## config.mk

```make
export PLATFORM = sky130hd
export DESIGN_NAME = ex_mem_pipe
export DESIGN_NICKNAME = d
export VERILOG_FILES = /design/src/rtl/openmips_pkg.sv /design/src/rtl/ex_mem_pipe_sat_counter.sv /design/src/rtl/ex_mem_pipe.sv
export SDC_FILE = /design/constraint.sdc
export NUM_CORES = 1
export LEC_CHECK = 0
export ABC_AREA = 0
export BUFFER_PORTS_ARGS = -buffer_cell sky130_fd_sc_hd__buf_2
export CAP_MARGIN = 20
export CORE_AREA = 2 2 190 192
export DETAILED_ROUTE_END_ITERATION = 10
export DIE_AREA = 0 0 192 194
export GPL_ROUTABILITY_DRIVEN = 0
export GPL_TIMING_DRIVEN = 0
export PLACE_DENSITY = 0.52
export SYNTH_ARGS = -nofsm -noshare
export SYNTH_HDL_FRONTEND = slang
export SYNTH_HIERARCHICAL = 1
export SYNTH_SLANG_ARGS = --single-unit
```

## constraint.sdc

```tcl
create_clock -name clk -period 1.2 [get_ports clk]
set_clock_uncertainty 0.05 [all_clocks]
set_input_delay 0.12 -clock clk [delete_from_list [all_inputs] [get_ports clk]]
set_output_delay 0.12 -clock clk [all_outputs]
set_load 0.005 [all_outputs]
```

## src/rtl/openmips_pkg.sv

```systemverilog
// Shared OpenMIPS constants and the EX/MEM forwarded-field bus.
package openmips_pkg;

  localparam int DATA_W_DEF  = 32;
  localparam int REG_AW_DEF  = 5;
  localparam int ALUOP_W_DEF = 8;

  localparam logic [DATA_W_DEF-1:0]  ZeroWord     = '0;
  localparam logic [REG_AW_DEF-1:0]  NOPRegAddr   = '0;
  localparam logic [ALUOP_W_DEF-1:0] EXE_NOP_OP   = '0;
  localparam logic                   WriteDisable = 1'b0;

  // Stall vector bit positions, ordered pc, if, id, ex, mem, wb.
  localparam int STALL_PC  = 0;
  localparam int STALL_IF  = 1;
  localparam int STALL_ID  = 2;
  localparam int STALL_EX  = 3;
  localparam int STALL_MEM = 4;
  localparam int STALL_WB  = 5;

  typedef struct packed {
    logic                   valid;
    logic [REG_AW_DEF-1:0]  waddr;
    logic                   wreg;
    logic [DATA_W_DEF-1:0]  wdata;
    logic                   whilo;
    logic [DATA_W_DEF-1:0]  hi;
    logic [DATA_W_DEF-1:0]  lo;
    logic [ALUOP_W_DEF-1:0] aluop;
    logic [DATA_W_DEF-1:0]  mem_addr;
    logic [DATA_W_DEF-1:0]  reg2;
  } ex_mem_bus_t;

  // A bubble is the reset value: no GPR/HI/LO write, not valid.
  localparam ex_mem_bus_t BUBBLE = '{
    valid: 1'b0, waddr: NOPRegAddr, wreg: WriteDisable, wdata: ZeroWord,
    whilo: WriteDisable, hi: ZeroWord, lo: ZeroWord, aluop: EXE_NOP_OP,
    mem_addr: ZeroWord, reg2: ZeroWord
  };

endpackage

```

## src/rtl/ex_mem_pipe_sat_counter.sv

```systemverilog
// Saturating up-counter with a synchronous load, async active-low reset.
module sat_counter #(
  parameter int W = 32
) (
  input  logic         clk,
  input  logic         rst,
  input  logic         inc,
  input  logic         load,
  input  logic [W-1:0] load_val,
  output logic [W-1:0] count
);

  always_ff @(posedge clk or negedge rst) begin
    if (!rst) begin
      count <= '0;
    end else if (load) begin
      count <= load_val;
    end else if (inc && (count != {W{1'b1}})) begin
      count <= count + 1'b1;
    end
  end

endmodule

```

## src/rtl/ex_mem_pipe.sv

```systemverilog
// EX/MEM pipeline register with stall/flush handling and MADD/MSUB feedback.
// Optional bubble counter enabled by defining EX_MEM_STALL_CNT_EN.
module ex_mem_pipe
  import openmips_pkg::*;
#(
  parameter int DATA_W  = DATA_W_DEF,
  parameter int REG_AW  = REG_AW_DEF,
  parameter int ALUOP_W = ALUOP_W_DEF,
  parameter int STALL_W = 6,
  parameter int EX_IDX  = STALL_EX,
  parameter int MEM_IDX = STALL_MEM
) (
  input  logic                clk,
  input  logic                rst,
  input  logic [STALL_W-1:0]  stall,
  input  logic                flush,
  input  logic                ex_valid,
  input  logic [REG_AW-1:0]   ex_waddr,
  input  logic                ex_wreg,
  input  logic [DATA_W-1:0]   ex_wdata,
  input  logic                ex_whilo,
  input  logic [DATA_W-1:0]   ex_hi,
  input  logic [DATA_W-1:0]   ex_lo,
  input  logic [ALUOP_W-1:0]  ex_aluop,
  input  logic [DATA_W-1:0]   ex_mem_addr,
  input  logic [DATA_W-1:0]   ex_reg2,
  input  logic [2*DATA_W-1:0] ex_hilo_temp,
  input  logic [1:0]          ex_cnt,
  output logic                mem_valid,
  output logic [REG_AW-1:0]   mem_waddr,
  output logic                mem_wreg,
  output logic [DATA_W-1:0]   mem_wdata,
  output logic                mem_whilo,
  output logic [DATA_W-1:0]   mem_hi,
  output logic [DATA_W-1:0]   mem_lo,
  output logic [ALUOP_W-1:0]  mem_aluop,
  output logic [DATA_W-1:0]   mem_mem_addr,
  output logic [DATA_W-1:0]   mem_reg2,
  output logic [2*DATA_W-1:0] hilo_temp_o,
`ifdef EX_MEM_STALL_CNT_EN
  output logic [31:0]         bubble_cnt,
`endif
  output logic [1:0]          cnt_o
);

  ex_mem_bus_t bus_q;
  ex_mem_bus_t bus_d;
  logic        ex_only_stall;
  logic        bubble;

  assign bus_d = '{
    valid: ex_valid, waddr: ex_waddr, wreg: ex_wreg, wdata: ex_wdata,
    whilo: ex_whilo, hi: ex_hi, lo: ex_lo, aluop: ex_aluop,
    mem_addr: ex_mem_addr, reg2: ex_reg2
  };

  assign ex_only_stall = stall[EX_IDX] && !stall[MEM_IDX];
  assign bubble        = flush || ex_only_stall;

  // An EX-only stall bubbles MEM but keeps the MADD/MSUB state flowing back.
  always_ff @(posedge clk or negedge rst) begin
    if (!rst) begin
      bus_q       <= BUBBLE;
      hilo_temp_o <= '0;
      cnt_o       <= 2'b00;
    end else if (flush) begin
      bus_q       <= BUBBLE;
      hilo_temp_o <= '0;
      cnt_o       <= 2'b00;
    end else if (ex_only_stall) begin
      bus_q       <= BUBBLE;
      hilo_temp_o <= ex_hilo_temp;
      cnt_o       <= ex_cnt;
    end else if (!stall[EX_IDX]) begin
      bus_q       <= bus_d;
      hilo_temp_o <= '0;
      cnt_o       <= 2'b00;
    end
  end

  assign mem_valid    = bus_q.valid;
  assign mem_waddr    = bus_q.waddr;
  assign mem_wreg     = bus_q.wreg;
  assign mem_wdata    = bus_q.wdata;
  assign mem_whilo    = bus_q.whilo;
  assign mem_hi       = bus_q.hi;
  assign mem_lo       = bus_q.lo;
  assign mem_aluop    = bus_q.aluop;
  assign mem_mem_addr = bus_q.mem_addr;
  assign mem_reg2     = bus_q.reg2;

`ifdef EX_MEM_STALL_CNT_EN
  sat_counter #(.W(32)) u_bubble_cnt (
    .clk      (clk),
    .rst      (rst),
    .inc      (bubble),
    .load     (1'b0),
    .load_val (32'h0),
    .count    (bubble_cnt)
  );
`else
  logic unused_bubble;
  assign unused_bubble = bubble;
`endif

endmodule

```

==> results of run 1 <==
-- area by class of cell --
cell class / count / area (um^2) / area share (%)
buffer: 74 / 452.9 / 2.720
clock inverter: 10 / 106.4 / 0.6387
tap: 461 / 576.8 / 3.464
timing repair buffer: 854 / 5916 / 35.53
clock buffer: 42 / 854.6 / 5.132
sequential: 242 / 6056 / 36.37
multi-input combinational: 311 / 2689 / 16.15
-- path summary, 6_finish.rpt --
| kind | from | endpoint | slack [ns] | cells after the start |
|---|---|---|---|---|
| setup / recovery | mem_wdata[21] | mem_wdata[21] | -0.06 | 1 |
| hold / removal | rst | hilo_temp_o[3] | -0.04 | 2 |
| setup reg to reg | mem_lo[0] | mem_lo[0] | 0.15 | 3 |
| hold reg to reg | hilo_temp_o[41] | hilo_temp_o[41] | 0.47 | 2 |
| max in group asynchronous | rst | mem_mem_addr[11] | 0.28 | 3 |
| min in group clk | flush | hilo_temp_o[55] | 0.14 | 4 |
-- routing by layer --
metal	part of all wire (%)	wire length (um)	global-route usage (%)
met5	0	0	0
met4	3.3	1210	6.418
met3	6.4	2309	3.982
met2	51	18680	32.88
met1	39	14120	21.14
-- Yosys cell counts, drive strengths merged --
| master | number |
|---|---|
| clkbuf | 16 |
| nor2b | 1 |
| buf | 58 |
| nand2b | 1 |
| nor2 | 67 |
| a32o | 176 |
| dfrtp | 242 |
| mux2i | 66 |
-- stage by stage --
step	setup TNS [ns]	utilization [%]
6_report	-4.070	47.27
5_1_grt	-14.69	47.27
4_1_cts	-11.38	45.79
3_5_place_dp	-68.48	34.84
3_3_place_gp	-1184.93	34.65
2_1_floorplan	0	-
-- repair_timing --
action | 4_1_cts | 5_1_grt
setup buffers | 56 | 67
gates resized for setup | 9 | 3
gates cloned | 0 | 0
endpoints found under the setup margin | 242 | 242
endpoints found under the hold margin | 484 | 18
-- state kept, by name, indices dropped and copies added (netlist names) --
signal,flops
mem_whilo,1
cnt_o,2
hilo_temp_o,64
mem_waddr,5
mem_wdata,32
mem_wreg,1
mem_mem_addr,32
mem_valid,1
mem_lo,32
mem_aluop,8
mem_reg2,32
mem_hi,32
-- cell families (layout without fill, tap and decap cells) --
family | Yosys count | in the layout | share of synthesized area, %
flops | 242 | 242 | 65.84
buf+inv | 74 | 980 | 4.925
mux | 66 | 66 | 7.183
compound gates | 176 | 176 | 19.15
simple gates | 69 | 69 | 2.898
-- power groups by stage --
stage / registers [mW] / clock network [mW] / logic, mW
detailed placement: 8.84 / 0 / 2.08
finish: 8.70 / 8.80 / 3.01
global route: 8.73 / 9.39 / 3.27
floorplan: 8.87 / 0 / 0.783
global placement: 8.83 / 0 / 2.04
CTS: 8.70 / 9.03 / 2.87
==> results.md, run 1 <==
* Crit-path max FO at 2
* Non-Filler Instances at 1994
* Most frequent cells in the layout: 504 x buf_2, 243 x dlygate4sd3_1, 242 x dfrtp_1
* Share of cells above drive strength 1 at 46.25%
* Type of the worst setup path: reg2out
* DRC errors left at 0
* Slew Viols, Final at 0
* Worst-path clk slew at 0.06 ns
* Sw frac at 24.27%
* Psw at 4.981 mW
* Setup WS post-layout at -0.06190 ns
* Placed inst area at 12270 um^2
* Post-Syn Area at 9198 um^2
* Synth Instances at 627
* CTS max path bufs at 3
* CP endpoint kind: output pin
* Syn Area/Cell at 14.67 um^2
* Clk root buf: clkbuf_16
* Worst-Margin Slew at 0.6288 ns
* Post-synth cell types at 12
* Critical Path RT at 1.03 ns
* Worst Path Arrival at 1.09 ns
* Die X at 192 um
* Initial core utilization at 26.11%
* H-tree Lvls at 1
* DR vias/cell at 4.625
* Final worst-path cycle share at 105.2%
* Core Region at 35220 um^2
* Synthesis-to-layout area growth at 81.04%
* Post-route total power at 20.52 mW
* Routed Wire Length at 36310 um
* Sequential share of power at 42.4%
* Drt first pass iters at 5
* Int Pwr at 15.54 mW
* Final setup viols at 235
* DR vias at 9222
* Most common cell after layout, fill and taps aside: buf_2
* First-pass GRT wire length at 53810 um
* Synth Warn # at 6
* Largest delay share family, worst path: flip-flops
* Max-cap violations at 0
* Core Rows at 69
* Worst-path cell chain: buf_2
* Leakage power at 8.793 nW
* Post-place setup slack at -0.4670 ns
* Die Y at 194 um
* Hold-fix buffers, CTS at 243
* Antenna diodes at 0
* Vias in the first global route at 9705
* Slew headroom at 58.08%
* Peak supply drop at 934.4 uV
* CTS Buf Count at 28
* Layout Nets at 1762
* Max Freq at 792.5 MHz
* Largest net degree at the start of global routing at 116
* Status: finished with violations
* Logic pwr share at 14.7%
* HPWL after detailed placement at 24400 um
* Syn_nets at 878
* Io pins at 493
* Post-route cell area at 16650 um^2
* DR WL/cell at 18.21 um
* Die area at 37250 um^2
* RSZ-0062 raised after global routing: yes
* Total GRT Usage at 18.25%
* Seq cells post-synth at 242
* Crit path launch type: register
* Final Hold Viols at 18
* Sink Count at 242
* CTS tree: done
* Fillers at 3207
* Final min period at 1.262 ns
* Synth area leaders: dfrtp_1 66%, a32o_1 19%, mux2i_1 7.2%, nor2_1 2.7%, buf_6 2.0%
* Seq/Total Area, Yosys at 65.84%
* Clock insertion delay at the later pin of the skew report at 0.53 ns
* PortBufs at 486
* Crit path buf inv count at 1
* Global route overflow at 0
* ANT nets after route at 0
* Worst hold slack at -0.03579 ns
* Clock share of power at 42.9%
* Cell taking the most area after synthesis: dfrtp_1
* Dpl cells at 1576
* Crit path largest cell delay at 0.41 ns
* Slowest CP cell: dfrtp_1
* DR iter-0 viols at 455
* Synth top area share at 65.84%
* Hold WC Path Type: in2async
* Failing checks: hold timing, setup timing
* Pwr dens at 1232 nW/um^2
* Initial antenna violation count at 0
Power figures use the tool's default switching activity.
==> inputs of run 2 (changes only) <==
CELL_PAD_IN_SITES_DETAIL_PLACEMENT = 0   (was default)
CELL_PAD_IN_SITES_GLOBAL_PLACEMENT = 1   (was default)
CORE_AREA = 2 2 192 194   (was 2 2 190 192)
DIE_AREA = 0 0 194 196   (was 0 0 192 194)
PLACE_DENSITY = 0.64   (was 0.52)
==> results.md, run 2 (synthesized netlist as in run 1, its figures left out) <==
* First-pass GRT wire length at 54170 um (+0.67%)
* DR iter-0 viols at 457 (+0.44%)
* Final setup viols at 240 (+2.1%)
* Most common cell after layout, fill and taps aside: buf_2
* Setup WS post-layout at -0.1052 ns (-0.04326 ns)
* Final min period at 1.305 ns (+0.04326 ns)
* Total GRT Usage at 17.73% (-0.51 points)
* Worst-path cell chain: buf_2
* Clk root buf: clkbuf_16
* Antenna diodes at 0 (unchanged)
* PortBufs at 486 (unchanged)
* CP startpoint: mem_lo[12]
* Non-Filler Instances at 2004 (+0.50%)
* Largest delay share family, worst path: flip-flops
* Reg2Reg Setup Slack at 0.15 ns (about the same)
* ANT nets after route at 0 (unchanged)
* Int Pwr at 15.55 mW (about the same)
* CTS Buf Count at 28 (unchanged)
* Final Hold Viols at 22 (+4)
* Critical Path RT at 1.03 ns (about the same)
* Die area at 38020 um^2 (+2.1%)
* Top reg by flops: hilo_temp_o
* Max-cap violations at 0 (unchanged)
* Crit path launch type: register
* Clock insertion delay at the later pin of the skew report at 0.54 ns (about the same)
* FF-to-FF path depth at 3 (unchanged)
* Die Y at 196 um (+1.0%)
* HPWL after detailed placement at 24480 um (+0.34%)
* Levels on crit path at 1 (unchanged)
* Dpl cells at 1583 (+0.44%)
* Sink Count at 242 (unchanged)
* DR WL/cell at 17.97 um (-1.3%)
* Initial antenna violation count at 0 (unchanged)
* DR vias/cell at 4.554 (-1.5%)
* Psw at 4.980 mW (about the same)
* Sequential share of power at 42.4% (about the same)
* Share of cells above drive strength 1 at 46.29% (about the same)
* Worst Path Arrival at 1.14 ns (+0.05 ns)
* Peak supply drop at 1052 uV (+13%)
* H-tree Lvls at 1 (unchanged)
* Sequential cell area at 6056 um^2 (unchanged)
* Fillers at 3317 (+3.4%)
* Setup crit end: mem_lo[12]
* DR vias at 9127 (-1.0%)
* Vias in the first global route at 9526 (-1.8%)
* Footprint of the multi-input gates at 2689 um^2 (unchanged)
* Initial core utilization at 25.49% (-0.62 points)
* CTS tree: done
* Logic pwr share at 14.6% (about the same)
* Type of the worst setup path: reg2out
* Hold-fix buffers, CTS at 243 (unchanged)
* Status: finished with violations
* Crit Reg-Reg Startpoint: mem_lo[27]
* Final worst-path cycle share at 108.8% (+3.6 points)
* DRC errors left at 0 (unchanged)
* Global route overflow at 0 (unchanged)
* Core Rows at 70 (+1.4%)
* Max Freq at 766.2 MHz (-3.3%)
* CTS max path bufs at 3 (unchanged)
* Crit-path max FO at 2 (unchanged)
* Slew headroom at 58.91% (+0.83 points)
* Routed Wire Length at 36000 um (-0.85%)
* Clock share of power at 43.0% (about the same)
* Pwr dens at 1231 nW/um^2 (-0.16%)
* Layout Nets at 1765 (+0.17%)
* RSZ-0062 raised after global routing: yes
* Worst hold slack at -0.02676 ns (+0.009030 ns)
* Post-place setup slack at -0.3757 ns (+0.09123 ns)
* Crit path largest cell delay at 0.44 ns (+0.03 ns)
* Slew Viols, Final at 0 (unchanged)
* Io pins at 493 (unchanged)
* Largest register FFs at 64 (unchanged)
* Hold WC Path Type: in2async
* Fin util at 46.23% (-1.0 points)
* Failing checks: hold timing, setup timing
* Core Region at 36080 um^2 (+2.4%)
* Leakage power at 8.811 nW (+0.21%)
* Terminus of the critical flop-to-flop path: mem_lo[27]
* Most frequent cells in the layout: 504 x buf_2, 243 x dlygate4sd3_1, 242 x dfrtp_1
* Drt first pass iters at 5 (unchanged)
* Slowest CP cell: dfrtp_1
* Sw frac at 24.26% (about the same)
* Worst-path clk slew at 0.06 ns (about the same)
* Synthesis-to-layout area growth at 81.38%
* CP endpoint kind: output pin
* Die X at 194 um (+1.0%)
* Largest net degree at the start of global routing at 111 (-4.3%)
* Worst-Margin Slew at 0.6163 ns (-0.01251 ns)
* Crit path buf inv count at 1 (unchanged)
-- run 2: stage by stage --
step	total power, mW	TNS (ns)	area, um^2
after floorplan	9.651	0	9198
after global placement	10.88	-1195.46	12220
after detailed placement	10.93	-70.47	12280
after CTS	20.62	-12.89	16130
after global routing	21.41	-14.75	16680
final	20.53	-5.524	16680
-- run 2: area by class of cell --
cell class                 instances  area share [%]
clock inverter                     9          0.6150
multi-input combinational        311           16.12
timing repair buffer             857           35.60
sequential                       242           36.30
tap                              468           3.510
buffer                            74           2.715
clock buffer                      43           5.145
-- run 2: power groups by stage --
| stage | Combinational [mW] | Clock [mW] | Sequential, mW |
|---|---|---|---|
| global placement | 2.04 | 0 | 8.84 |
| detailed placement | 2.08 | 0 | 8.84 |
| CTS | 2.86 | 9.06 | 8.70 |
| finish | 3.00 | 8.82 | 8.71 |
| floorplan | 0.783 | 0 | 8.87 |
| global route | 3.25 | 9.42 | 8.74 |
-- run 2: metal layers --
metal | vias up | GRT usage, % | wire [um]
met2 | 318 | 30.87 | 18190
met3 | 62 | 2.733 | 1712
met5 | - | 0 | 0
li1 | 4235 | - | -
met1 | 4512 | 22.62 | 15130
met4 | 0 | 5.696 | 976
-- run 2: repair_timing --
action,4_1_cts,5_1_grt
pin swaps,0,0
endpoints found under the setup margin,242,242
hold endpoints to repair,484,22
buffers inserted,54,72
gates resized for setup,12,2
-- run 2: worst min-delay path by stage --
stage	from	endpoint	slack [ns]
floorplan	rst	cnt_o[0]	-0.23
global placement	ex_lo[10]	mem_lo[10]	0.29
detailed placement	rst	mem_waddr[2]	-0.07
CTS	rst	mem_waddr[2]	-0.06
global route	rst	mem_wdata[28]	-0.03
finish	rst	hilo_temp_o[22]	-0.03
==> inputs of run 3 (changes only) <==
CELL_PAD_IN_SITES_DETAIL_PLACEMENT = 1   (was 0)
CELL_PAD_IN_SITES_GLOBAL_PLACEMENT = 2   (was 1)
CORE_AREA = default   (was 2 2 192 194)
CORE_MARGIN = 1   (was default)
CORE_UTILIZATION = 25   (was default)
DIE_AREA = default   (was 0 0 194 196)
PLACE_DENSITY = 0.77   (was 0.64)
RECOVER_POWER = 25   (was default)
clock period = 1.1 ns   (was 1.2 ns; I/O delays follow)
==> results.md, run 3 (synthesized netlist as in run 1, its figures left out) <==
* Worst-path cell chain: buf_2
* Dpl cells at 1576 (-0.44%)
* FF-to-FF path depth at 3 (unchanged)
* CP startpoint: mem_wdata[3]
* Crit path launch type: register
* Largest delay share family, worst path: flip-flops
* Drt first pass iters at 5 (unchanged)
* Setup crit end: mem_wdata[3]
* Initial antenna violation count at 4 (+4)
* Io pins at 493 (unchanged)
* H-tree Lvls at 1 (unchanged)
* Reg2Reg Setup Slack at 0.02 ns (-0.13 ns)
* Clock insertion delay at the later pin of the skew report at 0.54 ns (about the same)
* Final worst-path cycle share at 118.3%
* Die X at 193.8 um (-0.10%)
* Core Region at 35910 um^2 (-0.47%)
* Die Y at 193.8 um (-1.1%)
* Crit path buf inv count at 1 (unchanged)
* Final Hold Viols at 20 (-9.1%)
* Leakage power at 9.104 nW (+3.3%)
* Sequential cell area at 6056 um^2 (unchanged)
* Sink Count at 242 (unchanged)
* HPWL after detailed placement at 25840 um (+5.5%)
* ANT nets after route at 0 (unchanged)
* Crit path largest cell delay at 0.44 ns (about the same)
* Crit-path max FO at 2 (unchanged)
* Most frequent cells in the layout: 499 x buf_2, 244 x dlygate4sd3_1, 242 x dfrtp_1
* DRC errors left at 0 (unchanged)
* Share of cells above drive strength 1 at 47.93% (+1.6 points)
* CTS max path bufs at 3 (unchanged)
* Most common cell after layout, fill and taps aside: buf_2
* Max Freq at 768.5 MHz
* Top reg by flops: hilo_temp_o
* Layout Nets at 1830 (+3.7%)
* Die area at 37560 um^2 (-1.2%)
* Critical Path RT at 0.94 ns (-0.09 ns)
* Slew Viols, Final at 0 (unchanged)
* Vias in the first global route at 10820 (+14%)
* Synthesis-to-layout area growth at 86.21%
* CTS Buf Count at 28 (unchanged)
* Max-cap violations at 0 (unchanged)
* First-pass GRT wire length at 64830 um (+20%)
* Setup WS post-layout at -0.2013 ns (-0.09615 ns)
* Status: finished with violations
* Final setup viols at 250 (+4.2%)
* Hold WC Path Type: in2async
* Largest net degree at the start of global routing at 116 (+4.5%)
* PortBufs at 486 (unchanged)
* Post-route total power at 22.40 mW (+9.1%)
* CP endpoint kind: output pin
* Clk root buf: clkbuf_16
* DR vias/cell at 4.848 (+6.4%)
* Slew headroom at 51.01% (-7.9 points)
* Terminus of the critical flop-to-flop path: mem_reg2[28]
* DR iter-0 viols at 442 (-3.3%)
* Largest register FFs at 64 (unchanged)
* Core Rows at 69 (-1.4%)
* CTS tree: done
* Worst-path clk slew at 0.06 ns (about the same)
* DR WL/cell at 21.81 um (+21%)
* RSZ-0062 raised after global routing: yes
* Slowest CP cell: dfrtp_1
* Non-Filler Instances at 2063 (+2.9%)
* Crit Reg-Reg Startpoint: mem_reg2[28]
* Fin util at 47.69% (+1.5 points)
* Fillers at 3932 (+19%)
* Routed Wire Length at 44990 um (+25%)
* Footprint of the multi-input gates at 2689 um^2 (unchanged)
* Initial core utilization at 25.61% (+0.12 points)
* Worst-Margin Slew at 0.7349 ns (+0.1186 ns)
* Total GRT Usage at 21.97% (+4.2 points)
* Levels on crit path at 1 (unchanged)
* DR vias at 10001 (+9.6%)
* Final min period at 1.301 ns
* Type of the worst setup path: reg2out
* Worst Path Arrival at 1.14 ns (about the same)
* Global route overflow at 0 (unchanged)
* Worst hold slack at -0.02325 ns (+0.003512 ns)
* Pwr dens at 1308 nW/um^2 (+6.3%)
* Post-place setup slack at -0.5193 ns (-0.1436 ns)
* Peak supply drop at 1123 uV (+6.8%)
* Failing checks: hold timing, setup timing
-- run 3: cell count changes in the layout (fill, tap and decap cells not counted), moves of 2 or more --
cell and change:
buf_2 -5, clkbuf_1 +6, diode_2 +4, buf_4 +63
buf_6 +6, clkbuf_8 -2, clkinv_2 -5
-- run 3: final cells by class --
| type | instances | area share [%] |
|---|---|---|
| buffer | 74 | 2.667 |
| sequential | 242 | 35.36 |
| antenna | 4 | 0.05845 |
| multi-input combinational | 311 | 15.70 |
| clock buffer | 47 | 4.982 |
| timing repair buffer | 922 | 37.65 |
| clock inverter | 2 | 0.2192 |
| tap | 461 | 3.368 |
-- run 3: per-layer routing --
layer  global-route usage, %  wire length [um]  vias to the layer above
met5                       0                 0                        -
met4                   9.244              1958                        0
met3                   4.436              2564                      116
met2                   40.45             24120                      429
met1                   24.51             16350                     5099
li1                        -                 -                     4357
-- run 3: timing repair --
item	in CTS	in global routing
hold buffers	243	1
endpoints found under the setup margin	242	271
hold endpoints to repair	484	8
cloned	0	1
resized for setup	12	5
setup buffers	79	110
-- run 3: worst min-delay path by stage --
stage                                  to  cells past startpoint
final                       mem_wdata[20]                      2
after global routing        mem_wdata[20]                      2
after CTS                 hilo_temp_o[32]                      2
after detailed placement  hilo_temp_o[32]                      1
after global placement       mem_reg2[24]                      2
after floorplan                  cnt_o[0]                      0
-- run 3: where the power goes --
part	internal, mW	leakage, nW	total (mW)	switching [mW]
registers	9.29	3.26	9.53	0.242
clock network	5.45	0.429	9.26	3.81
logic	1.99	5.42	3.61	1.62
-- run 3: per-stage QoR --
| step | area [um^2] | setup TNS, ns |
|---|---|---|
| after floorplan | 9201 | -4.435 |
| after global routing | 17130 | -40.49 |
| final | 17130 | -29.85 |
| after CTS | 16250 | -35.51 |
| after global placement | 12210 | -1197.62 |
| after detailed placement | 12280 | -68.70 |
